**config.mk**
```make
export PLATFORM = sky130hd
export DESIGN_NAME = booth_mac_acc
export DESIGN_NICKNAME = d
export VERILOG_FILES = /design/src/rtl/booth_pkg.sv /design/src/rtl/boothmul.sv /design/src/rtl/booth_mac_acc.sv
export SDC_FILE = /design/constraint.sdc
export NUM_CORES = 1
export LEC_CHECK = 0
export BUFFER_PORTS_ARGS = -buffer_cell sky130_fd_sc_hd__buf_2
export CORE_MARGIN = 2
export CORE_UTILIZATION = 55
export DETAILED_ROUTE_END_ITERATION = 7
export PLACE_DENSITY = 0.84
export SETUP_SLACK_MARGIN = 0.4
export SLEW_MARGIN = 20
export SYNTH_ARGS = -nofsm -noshare
export SYNTH_HDL_FRONTEND = slang
export SYNTH_SLANG_ARGS = --single-unit
export TNS_END_PERCENT = 5
```
**constraint.sdc**
```tcl
create_clock -name clk -period 8.2 [get_ports clk]
set_clock_uncertainty 0.15 [all_clocks]
set_input_delay 1.23 -clock clk [delete_from_list [all_inputs] [get_ports clk]]
set_output_delay 1.23 -clock clk [all_outputs]
set_load 0.05 [all_outputs]
```
**src/rtl/booth_pkg.sv**
```systemverilog
// Shared types and arithmetic helpers for the Booth multiply-accumulate slice.
package booth_pkg;

  localparam int OP_W      = 16;
  localparam int PROD_W    = 32;
  // Widest accumulator the shared saturating adder supports.
  localparam int ACC_MAX_W = 64;

  typedef enum logic [1:0] {
    IDLE  = 2'd0,
    ACCUM = 2'd1,
    DRAIN = 2'd2,
    DONE  = 2'd3
  } state_t;

  typedef struct packed {
    logic signed [ACC_MAX_W-1:0] sum;
    logic                        ovf;
  } sat_res_t;

  // Adds a product to an accumulator holding a sign-extended acc_w-bit value.
  // The sum is formed one bit wider than the accumulator so that overflow
  // beyond the signed acc_w range is detected exactly. The clamp is applied
  // only when sat_en is set; ovf is reported either way.
  function automatic sat_res_t sat_add(
    input logic signed [ACC_MAX_W-1:0] acc,
    input logic signed [PROD_W-1:0]    prod,
    input int                          acc_w,
    input logic                        sat_en
  );
    logic signed [ACC_MAX_W:0] w_sum;
    logic signed [ACC_MAX_W:0] w_max;
    logic signed [ACC_MAX_W:0] w_min;
    sat_res_t                  res;
    w_sum = {acc[ACC_MAX_W-1], acc}
          + {{(ACC_MAX_W+1-PROD_W){prod[PROD_W-1]}}, prod};
    w_max = (65'sd1 <<< (acc_w - 1)) - 65'sd1;
    w_min = -w_max - 65'sd1;
    res.ovf = (w_sum > w_max) || (w_sum < w_min);
    if (res.ovf && sat_en) begin
      res.sum = (w_sum > w_max) ? w_max[ACC_MAX_W-1:0] : w_min[ACC_MAX_W-1:0];
    end else begin
      res.sum = w_sum[ACC_MAX_W-1:0];
    end
    return res;
  endfunction

endpackage

```
**src/rtl/boothmul.sv**
```systemverilog
// Combinational 16x16 signed radix-4 Booth multiplier.
module boothmul
  import booth_pkg::*;
(
  input  logic signed [OP_W-1:0]   a,
  input  logic signed [OP_W-1:0]   b,
  output logic signed [PROD_W-1:0] p
);

  logic        [OP_W:0]     w_bx;
  logic signed [PROD_W-1:0] w_a_ext;
  logic signed [PROD_W-1:0] w_pp;
  logic signed [PROD_W-1:0] w_sum;

  // Recode the multiplier in overlapping 3-bit groups and sum the partial products.
  always_comb begin
    w_bx    = {b, 1'b0};
    w_a_ext = PROD_W'(a);
    w_pp    = '0;
    w_sum   = '0;
    for (int i = 0; i < OP_W / 2; i++) begin
      case (w_bx[2*i +: 3])
        3'b001, 3'b010: w_pp = w_a_ext;
        3'b011:         w_pp = w_a_ext <<< 1;
        3'b100:         w_pp = -(w_a_ext <<< 1);
        3'b101, 3'b110: w_pp = -w_a_ext;
        default:        w_pp = '0;
      endcase
      w_sum = w_sum + (w_pp <<< (2 * i));
    end
    p = w_sum;
  end

endmodule

```
**src/rtl/booth_mac_acc.sv**
```systemverilog
// Burst multiply-accumulate: operand pairs -> boothmul -> wide signed accumulator.
module booth_mac_acc
  import booth_pkg::*;
#(
  parameter int ACC_W  = 40,
  parameter bit SAT_EN = 1'b1
) (
  input  logic                    clk,
  input  logic                    rst,
  input  logic                    start,
  input  logic [7:0]              len,
  input  logic                    in_valid,
  output logic                    in_ready,
  input  logic signed [OP_W-1:0]  in_a,
  input  logic signed [OP_W-1:0]  in_b,
  output logic                    out_valid,
  input  logic                    out_ready,
  output logic signed [ACC_W-1:0] out_acc,
  output logic                    out_sat,
  output logic                    busy
);

  if (ACC_W < PROD_W || ACC_W > ACC_MAX_W) begin : g_bad_acc_w
    $error("booth_mac_acc: ACC_W must be in [32, 64]");
  end

  state_t                    r_state;
  logic [7:0]                r_remaining;
  logic signed [OP_W-1:0]    r_a_p1;
  logic signed [OP_W-1:0]    r_b_p1;
  logic                      r_vld_p1;
  logic signed [PROD_W-1:0]  r_prod_p2;
  logic                      r_vld_p2;
  logic signed [ACC_W-1:0]   r_acc;
  logic                      r_sat;

  logic                      w_xfer;
  logic signed [PROD_W-1:0]  w_prod;
  sat_res_t                  w_res;

  assign in_ready  = (r_state == ACCUM) && (r_remaining != 8'd0);
  assign w_xfer    = in_valid && in_ready;
  assign out_valid = (r_state == DONE);
  assign busy      = (r_state != IDLE);
  assign out_acc   = r_acc;
  assign out_sat   = r_sat;

  assign w_res = sat_add(ACC_MAX_W'(r_acc), r_prod_p2, ACC_W, SAT_EN);

  // Upper adder bits beyond ACC_W are sign copies and intentionally dropped.
  if (ACC_W < ACC_MAX_W) begin : g_drop_hi
    logic w_unused;
    assign w_unused = ^w_res.sum[ACC_MAX_W-1:ACC_W];
  end

  // Burst control: count accepted pairs, then wait for the pipeline to empty.
  always_ff @(posedge clk) begin
    if (rst) begin
      r_state     <= IDLE;
      r_remaining <= 8'd0;
    end else begin
      case (r_state)
        IDLE: begin
          if (start) begin
            r_remaining <= len;
            r_state     <= (len != 8'd0) ? ACCUM : DONE;
          end
        end
        ACCUM: begin
          if (w_xfer) begin
            r_remaining <= r_remaining - 8'd1;
            if (r_remaining == 8'd1) r_state <= DRAIN;
          end
        end
        DRAIN: begin
          if (!r_vld_p1 && !r_vld_p2) r_state <= DONE;
        end
        DONE: begin
          if (out_ready) r_state <= IDLE;
        end
        default: r_state <= IDLE;
      endcase
    end
  end

  // ---- stage p1: registered operands ----
  always_ff @(posedge clk) begin
    if (rst) r_vld_p1 <= 1'b0;
    else     r_vld_p1 <= w_xfer;
    if (w_xfer) begin
      r_a_p1 <= in_a;
      r_b_p1 <= in_b;
    end
  end

  boothmul u_mul (
    .a (r_a_p1),
    .b (r_b_p1),
    .p (w_prod)
  );

  // ---- stage p2: registered product ----
  always_ff @(posedge clk) begin
    if (rst) r_vld_p2 <= 1'b0;
    else     r_vld_p2 <= r_vld_p1;
    r_prod_p2 <= w_prod;
  end

  // ---- accumulate stage: cleared at burst start, sticky overflow flag ----
  always_ff @(posedge clk) begin
    if (rst) begin
      r_acc <= '0;
      r_sat <= 1'b0;
    end else if (r_state == IDLE && start) begin
      r_acc <= '0;
      r_sat <= 1'b0;
    end else if (r_vld_p2) begin
      r_acc <= w_res.sum[ACC_W-1:0];
      r_sat <= r_sat | w_res.ovf;
    end
  end

endmodule

```
---- Word level (Yosys, flattened, before mapping) ----
Cells that the tools add are included.
storage, ports and cells
  register bits after elaboration ......... 117
  bits of input ports ..................... 45
  output and inout bits ................... 44
  word-level logic and storage cells ...... 126
cells by class
  $add $sub $neg .......................... 11
  magnitude comparators ................... 2
  eq/ne operators ......................... 54
  muxes and demuxes ....................... 20
  bitwise logic cells ..................... 1
  reductions and logical operators ........ 29
operator list
  kind                    number
  $add A32 B32 Y32        7
  $pmux W30 S4            1
  $pmux W28 S4            1
  $pmux W26 S4            1
  $pmux W24 S4            1
  $pmux W32 S3            1
  $pmux W22 S4            1
  $mux W40                2
  $pmux W20 S4            1
  $pmux W18 S4            1
  $eq A3 B3 Y1 const B    21
  $eq A3 B2 Y1 const B    14
  $add A40 B32 Y41        1
  $gt A41 B40 Y1 const B  1
  $lt A41 B40 Y1 const B  1
  $neg A16 Y32            1
  $neg A17 Y32            1
  $reduce_or A2 Y1        15
  $eq A3 B1 Y1 const B    7
  $mux W8                 2
  $pmux W8 S2             1
  $reduce_bool A8 Y1      2
  $mux W2                 6
  $eq A2 B2 Y1 const B    4
  14 further kinds        23

---- Longest topological paths before layout ----
  depth after elaboration ................. 10
  mapped depth ............................ 28
  depth with buffers taken out ............ 26

---- Modules after synthesis ----
Synthesis repeated with hierarchy kept, for this count alone.
unflattened totals
  cell total of the unflattened synthesis .. 2243
  area total of the unflattened synthesis .. 17175.2 um^2
by module, submodules not included
  module         instances  cells an instance  area each (um^2)  sequential area each (um^2)
  boothmul       1          1559               10792.9           0.0
  booth_mac_acc  1          684                6382.4            2662.6

---- Worst setup path after synthesis ----
Ideal clock, no wire load.
  path kind ............................... reg-to-reg
  from .................................... register r_a_p1[7]
  to ...................................... register r_prod_p2[31]
  library setup time ...................... 129 ps
  arrival ................................. 6525 ps
  data required time ...................... 7921 ps
  slack ................................... 1396 ps
  cell stages (with the launch flop) ...... 26
  buffers on the path ..................... 2
  clock period less this slack ............ 6804 ps
  path through ............................ edfxtp_1 -> buf_6 -> or4_4 -> or3_4 -> nor2_4 -> inv_2 -> ha_1 -> clkbuf_1 -> mux2i_1 -> a221oi_1 -> a21oi_1 -> fa_1 -> fa_1 -> fa_1 -> inv_1 -> fa_1 -> inv_1 -> ha_1 -> a21o_1 -> a21oi_1 -> nor3b_1 -> nor3_1 -> nand2_1 -> o221ai_1 -> o21a_1 -> xnor3_1
between the ends
  longest elaborated chain between the ends .. 9
  elaborated cells between the ends (all ways) .. 17
  classes of those cells .................. 9 x add/sub; 8 x mux
ends and longest elaborated chain
  element                                       line                            text
  start: declaration                            booth_mac_acc.sv:29             logic signed [OP_W-1:0] r_a_p1;
  start signal: assignment                      booth_mac_acc.sv:91             r_a_p1 <= in_a;
  $neg A17 Y32 or $neg A16 Y32 (tied branches)  boothmul.sv:25, boothmul.sv:26
  $pmux W30 S4 or $pmux W32 S3 (tied branches)  boothmul.sv:22                  case (w_bx[2*i +: 3])
  $add A32 B32 Y32 (6 in a row)                 boothmul.sv:29                  w_sum = w_sum + (w_pp <<< (2 * i));
  $add A32 B32 Y32 (*)                          boothmul.sv:29
  net u_mul.p[31]                               boothmul.sv:7                   output logic signed [PROD_W-1:0] p
  end signal: assignment                        booth_mac_acc.sv:106            r_prod_p2 <= w_prod;
  end: declaration                              booth_mac_acc.sv:32             logic signed [PROD_W-1:0] r_prod_p2;
The timed path passes the listed nets; every way through them passes the cells marked *.
A chain may end at the register's enable or synchronous reset.

---- Worst setup path after layout ----
  from .................................... register r_a_p1[0]
  to ...................................... register r_prod_p2[31]
Same word-level chain as after synthesis.

==> flow_summary.rst <==
.. list-table::
   :header-rows: 1

   * - Metric
     - Value
   * - Result of the run
     - finished, violations left
   * - Failing checks
     - DRC
   * - Leading cell types by total area after synthesis
     - sky130_fd_sc_hd__fa_1, sky130_fd_sc_hd__dfxtp_1, sky130_fd_sc_hd__o21ai_0
   * - Site Rows
     - 64
   * - Clock tree from TritonCTS
     - yes
   * - Unrepaired setup endpoints after global routing
     - false
   * - Total Routing Usage GR
     - roughly two fifths
   * - Register clock-pin slew on the reported worst setup and hold paths
     - ~0.07 ns
   * - Maximum number of pins on one net before global-route repair
     - 57
   * - Routed Antenna Nets
     - 0
   * - Ports
     - between 80 and 90
   * - Number of global-route vias before repair
     - 17000
   * - Area taken by flip-flops and latches
     - ~2700 um^2
   * - Most frequent cell after synthesis
     - sky130_fd_sc_hd__o21ai_0
   * - Core Area
     - approximately 30000 um^2
   * - Synthesis-to-layout area growth
     - 9.09%
   * - Routed via count divided by cell count
     - 6.73
   * - Global-route wire length before repair
     - a little under 100000 um
   * - CTS max path bufs
     - 2
   * - Worst Tran Pin Value
     - about 1.2 ns
   * - Fraction of synthesized cell area taken by the top area cell type
     - between 15 and 20%
   * - Number of endpoints failing setup at the final stage
     - 0
   * - Class of the most critical setup path
     - flop to flop
   * - Final period util
     - about nine tenths
   * - Number of nets in the final layout
     - ~2500
   * - TritonCTS buffer count
     - 17
   * - Post-Syn Area per Cell
     - ~7.6 um^2
   * - Drt pass-1 iters
     - 8
   * - Number of hold violations in the final report
     - 0
   * - Reg-to-reg slack, setup
     - around 0.77 ns
   * - Worst min-delay path class
     - flop to flop
   * - RePlAce Congestion
     - between 1 and 1.5
   * - Upper clock frequency limit
     - about 130 MHz
   * - IO buf count
     - ~90
   * - Inserted Diodes
     - 0
   * - Antenna violations before repair
     - 0
   * - Cell area after synthesis
     - approximately 17000 um^2
   * - HPWL after detailed placement
     - between 40000 and 50000 um
   * - Library cells used by synthesis
     - 83
   * - Number of violations of the max-capacitance limit
     - 0
   * - Critical path peak fanout
     - 11
   * - Most used DFF post-synth
     - sky130_fd_sc_hd__dfxtp_1
   * - Clock latency of the later-clocked register in the worst-skew pair
     - between 0.4 and 0.5 ns
   * - Slew margin rel.
     - 22.1%
   * - Cells after Synth
     - 2223
   * - Library cell used as clock root buffer
     - sky130_fd_sc_hd__clkbuf_16
   * - Mean routed wirelength per cell
     - roughly 24 um
   * - Total length of routed wires
     - roughly 65000 um
   * - Iter 0 DRT Violations
     - 2896
   * - Most numerous cell types in the synthesized netlist
     - sky130_fd_sc_hd__o21ai_0, sky130_fd_sc_hd__nand2_1, sky130_fd_sc_hd__a21oi_1
   * - Fraction of layout cells with a size suffix above 1
     - between 10 and 15%
   * - Number of filler cells placed in the layout
     - 2761
   * - Synth Warn #
     - 0
   * - Arrival @ worst endpoint
     - about 7.6 ns
   * - Total number of H-tree levels
     - 4
   * - CP Launch Type
     - flop
   * - Count of flip-flops with a built-in enable after synthesis
     - 32
   * - Initial core utilization
     - 55.4%
   * - Number of DRC violations after detailed routing
     - 4
   * - Startpoint of the lowest-slack register-to-register path
     - r_a_p1[0]
   * - Final Slew Violations
     - 0
   * - Register bit count reported by yosys
     - about 120
   * - Timing startpoint of the critical path
     - r_a_p1[0]
   * - Time the worst path needs with I/O delays and setup
     - between 7 and 8 ns
   * - Residual overflow from global routing
     - 0
   * - Required arrival time at the worst endpoint
     - roughly 8.4 ns
   * - Die boundary width
     - around 180 um
   * - Termination of the worst setup path
     - r_prod_p2[31]
   * - Share of synthesized flip-flops with an asynchronous set or reset
     - 0%
   * - Synth area leader
     - sky130_fd_sc_hd__fa_1
   * - Hold Path Depth
     - 2
   * - FF-to-FF path depth
     - 26
   * - Sequential cell area fraction in the yosys report
     - about 16%
   * - Number of hold buffers added after cts
     - 0
   * - Die Footprint
     - approximately 32000 um^2
   * - RR Endpoint
     - r_prod_p2[31]
   * - Vias
     - approximately 18000
   * - Final TNS setup
     - 0 ns
   * - Area of the multi-input gates
     - between 10000 and 15000 um^2
   * - Syn nets
     - 2496
   * - Die boundary height
     - 179 um
   * - Clock Sinks
     - around 120
   * - CP Capture Type
     - flop
cells in the final DEF (no fill, tap or decap), types with 51 or more instances in the layout:
| cell | count |
|---|---|
| sky130_fd_sc_hd__ha_1 | 95 |
| sky130_fd_sc_hd__a21oi_1 | 228 |
| sky130_fd_sc_hd__xnor2_1 | 102 |
| sky130_fd_sc_hd__nand2_1 | 250 |
| sky130_fd_sc_hd__buf_2 | 88 |
| sky130_fd_sc_hd__dfxtp_1 | 85 |
| sky130_fd_sc_hd__fa_1 | 132 |
| sky130_fd_sc_hd__buf_4 | 81 |
| sky130_fd_sc_hd__a221oi_1 | 51 |
| sky130_fd_sc_hd__inv_1 | 164 |
| sky130_fd_sc_hd__o21ai_0 | 250 |
| sky130_fd_sc_hd__nor2_1 | 148 |
worst max-delay path, stage by stage, from the launching register on:
cell                       delay (ns)
sky130_fd_sc_hd__edfxtp_1        0.42
sky130_fd_sc_hd__inv_1           0.23
sky130_fd_sc_hd__ha_1            0.36
sky130_fd_sc_hd__nand3_1         0.12
sky130_fd_sc_hd__buf_4           0.21
sky130_fd_sc_hd__or3_1           0.54
sky130_fd_sc_hd__xnor2_1         0.27
sky130_fd_sc_hd__buf_4           0.21
sky130_fd_sc_hd__nor2_1          0.05
sky130_fd_sc_hd__a21oi_1         0.13
sky130_fd_sc_hd__o22ai_1         0.09
sky130_fd_sc_hd__nand2_1         0.07
sky130_fd_sc_hd__o21ai_0         0.21
sky130_fd_sc_hd__fa_1            0.67
sky130_fd_sc_hd__fa_1            0.47
sky130_fd_sc_hd__fa_1            0.55
sky130_fd_sc_hd__inv_1           0.05
sky130_fd_sc_hd__fa_1            0.52
sky130_fd_sc_hd__inv_1           0.04
sky130_fd_sc_hd__ha_1            0.37
sky130_fd_sc_hd__nand3_1         0.12
sky130_fd_sc_hd__nor2_1          0.21
sky130_fd_sc_hd__nand4_1         0.12
sky130_fd_sc_hd__a21oi_1         0.24
sky130_fd_sc_hd__o221ai_1        0.23
sky130_fd_sc_hd__o21a_1          0.24
sky130_fd_sc_hd__xnor3_1         0.36
state kept, by name (all words and copies together) (netlist names):
register and cells:
r_prod_p2 32, r_state 2, r_remaining 8, r_vld_p1 1, r_a_p1 16, r_vld_p2 1
out_sat 1, r_b_p1 16, out_acc 40
worst min-delay path by stage:
stage / startpoint / endpoint / slack [ns]
floorplan: r_vld_p1 / r_vld_p2 / 0.28
global placement: out_sat / out_sat / 0.28
detailed placement: r_vld_p1 / r_vld_p2 / 0.30
CTS: r_vld_p1 / r_vld_p2 / 0.31
global route: r_vld_p1 / r_vld_p2 / 0.33
finish: out_sat / out_sat / 0.31
cells by family after synthesis:
family                     share of synthesized area [%]
AOI/OAI and AO/OA                                   29.7
and+or+nand+nor                                     13.9
adders and majority gates                           23.0
muxes                                               2.18
DFF                                                 15.8
buffers and inverters                               7.80
xor gates and xnor gates                            7.58
layout make-up:
type / instances / share of cell area, %
Clock buffer: 21 / 2.74
Clock inverter: 11 / 0.600
Inverter: 167 / 3.42
Multi-Input combinational cell: 1763 / 70.2
Sequential cell: 117 / 14.5
Tap cell: 396 / 2.70
Timing Repair Buffer: 170 / 5.82
metal layers:
metal,global-route usage (%),up-vias,part of all wire (%)
li1,-,7913,-
met2,61.6,1283,42
met5,0,-,0
met3,12.6,342,13
met4,26.7,0,7.6
met1,48.9,8253,37
what timing repair did:
action / CTS / global route
setup buffers: 0 / 0
setup endpoints to repair: 0 / 2
gates resized for setup: 0 / 6
stage by stage:
step / util [%] / std cells / worst slack (ns) / cell area [um^2] / hold WS (ns)
floorplan: - / 2223 / 1.40 / 16800 / 0.282
global placement: 58.3 / 2613 / 0.928 / 17700 / 0.282
detailed placement: 58.3 / 2613 / 0.730 / 17700 / 0.301
CTS: 60.4 / 2645 / 0.707 / 18300 / 0.312
global route: 60.5 / 2645 / 0.408 / 18400 / 0.333
finish: 60.5 / 2645 / 0.774 / 18400 / 0.310
Power is left out: the tool's default activity adds up to more than one toggle a clock period on the data nets, which glitch-free logic cannot reach.
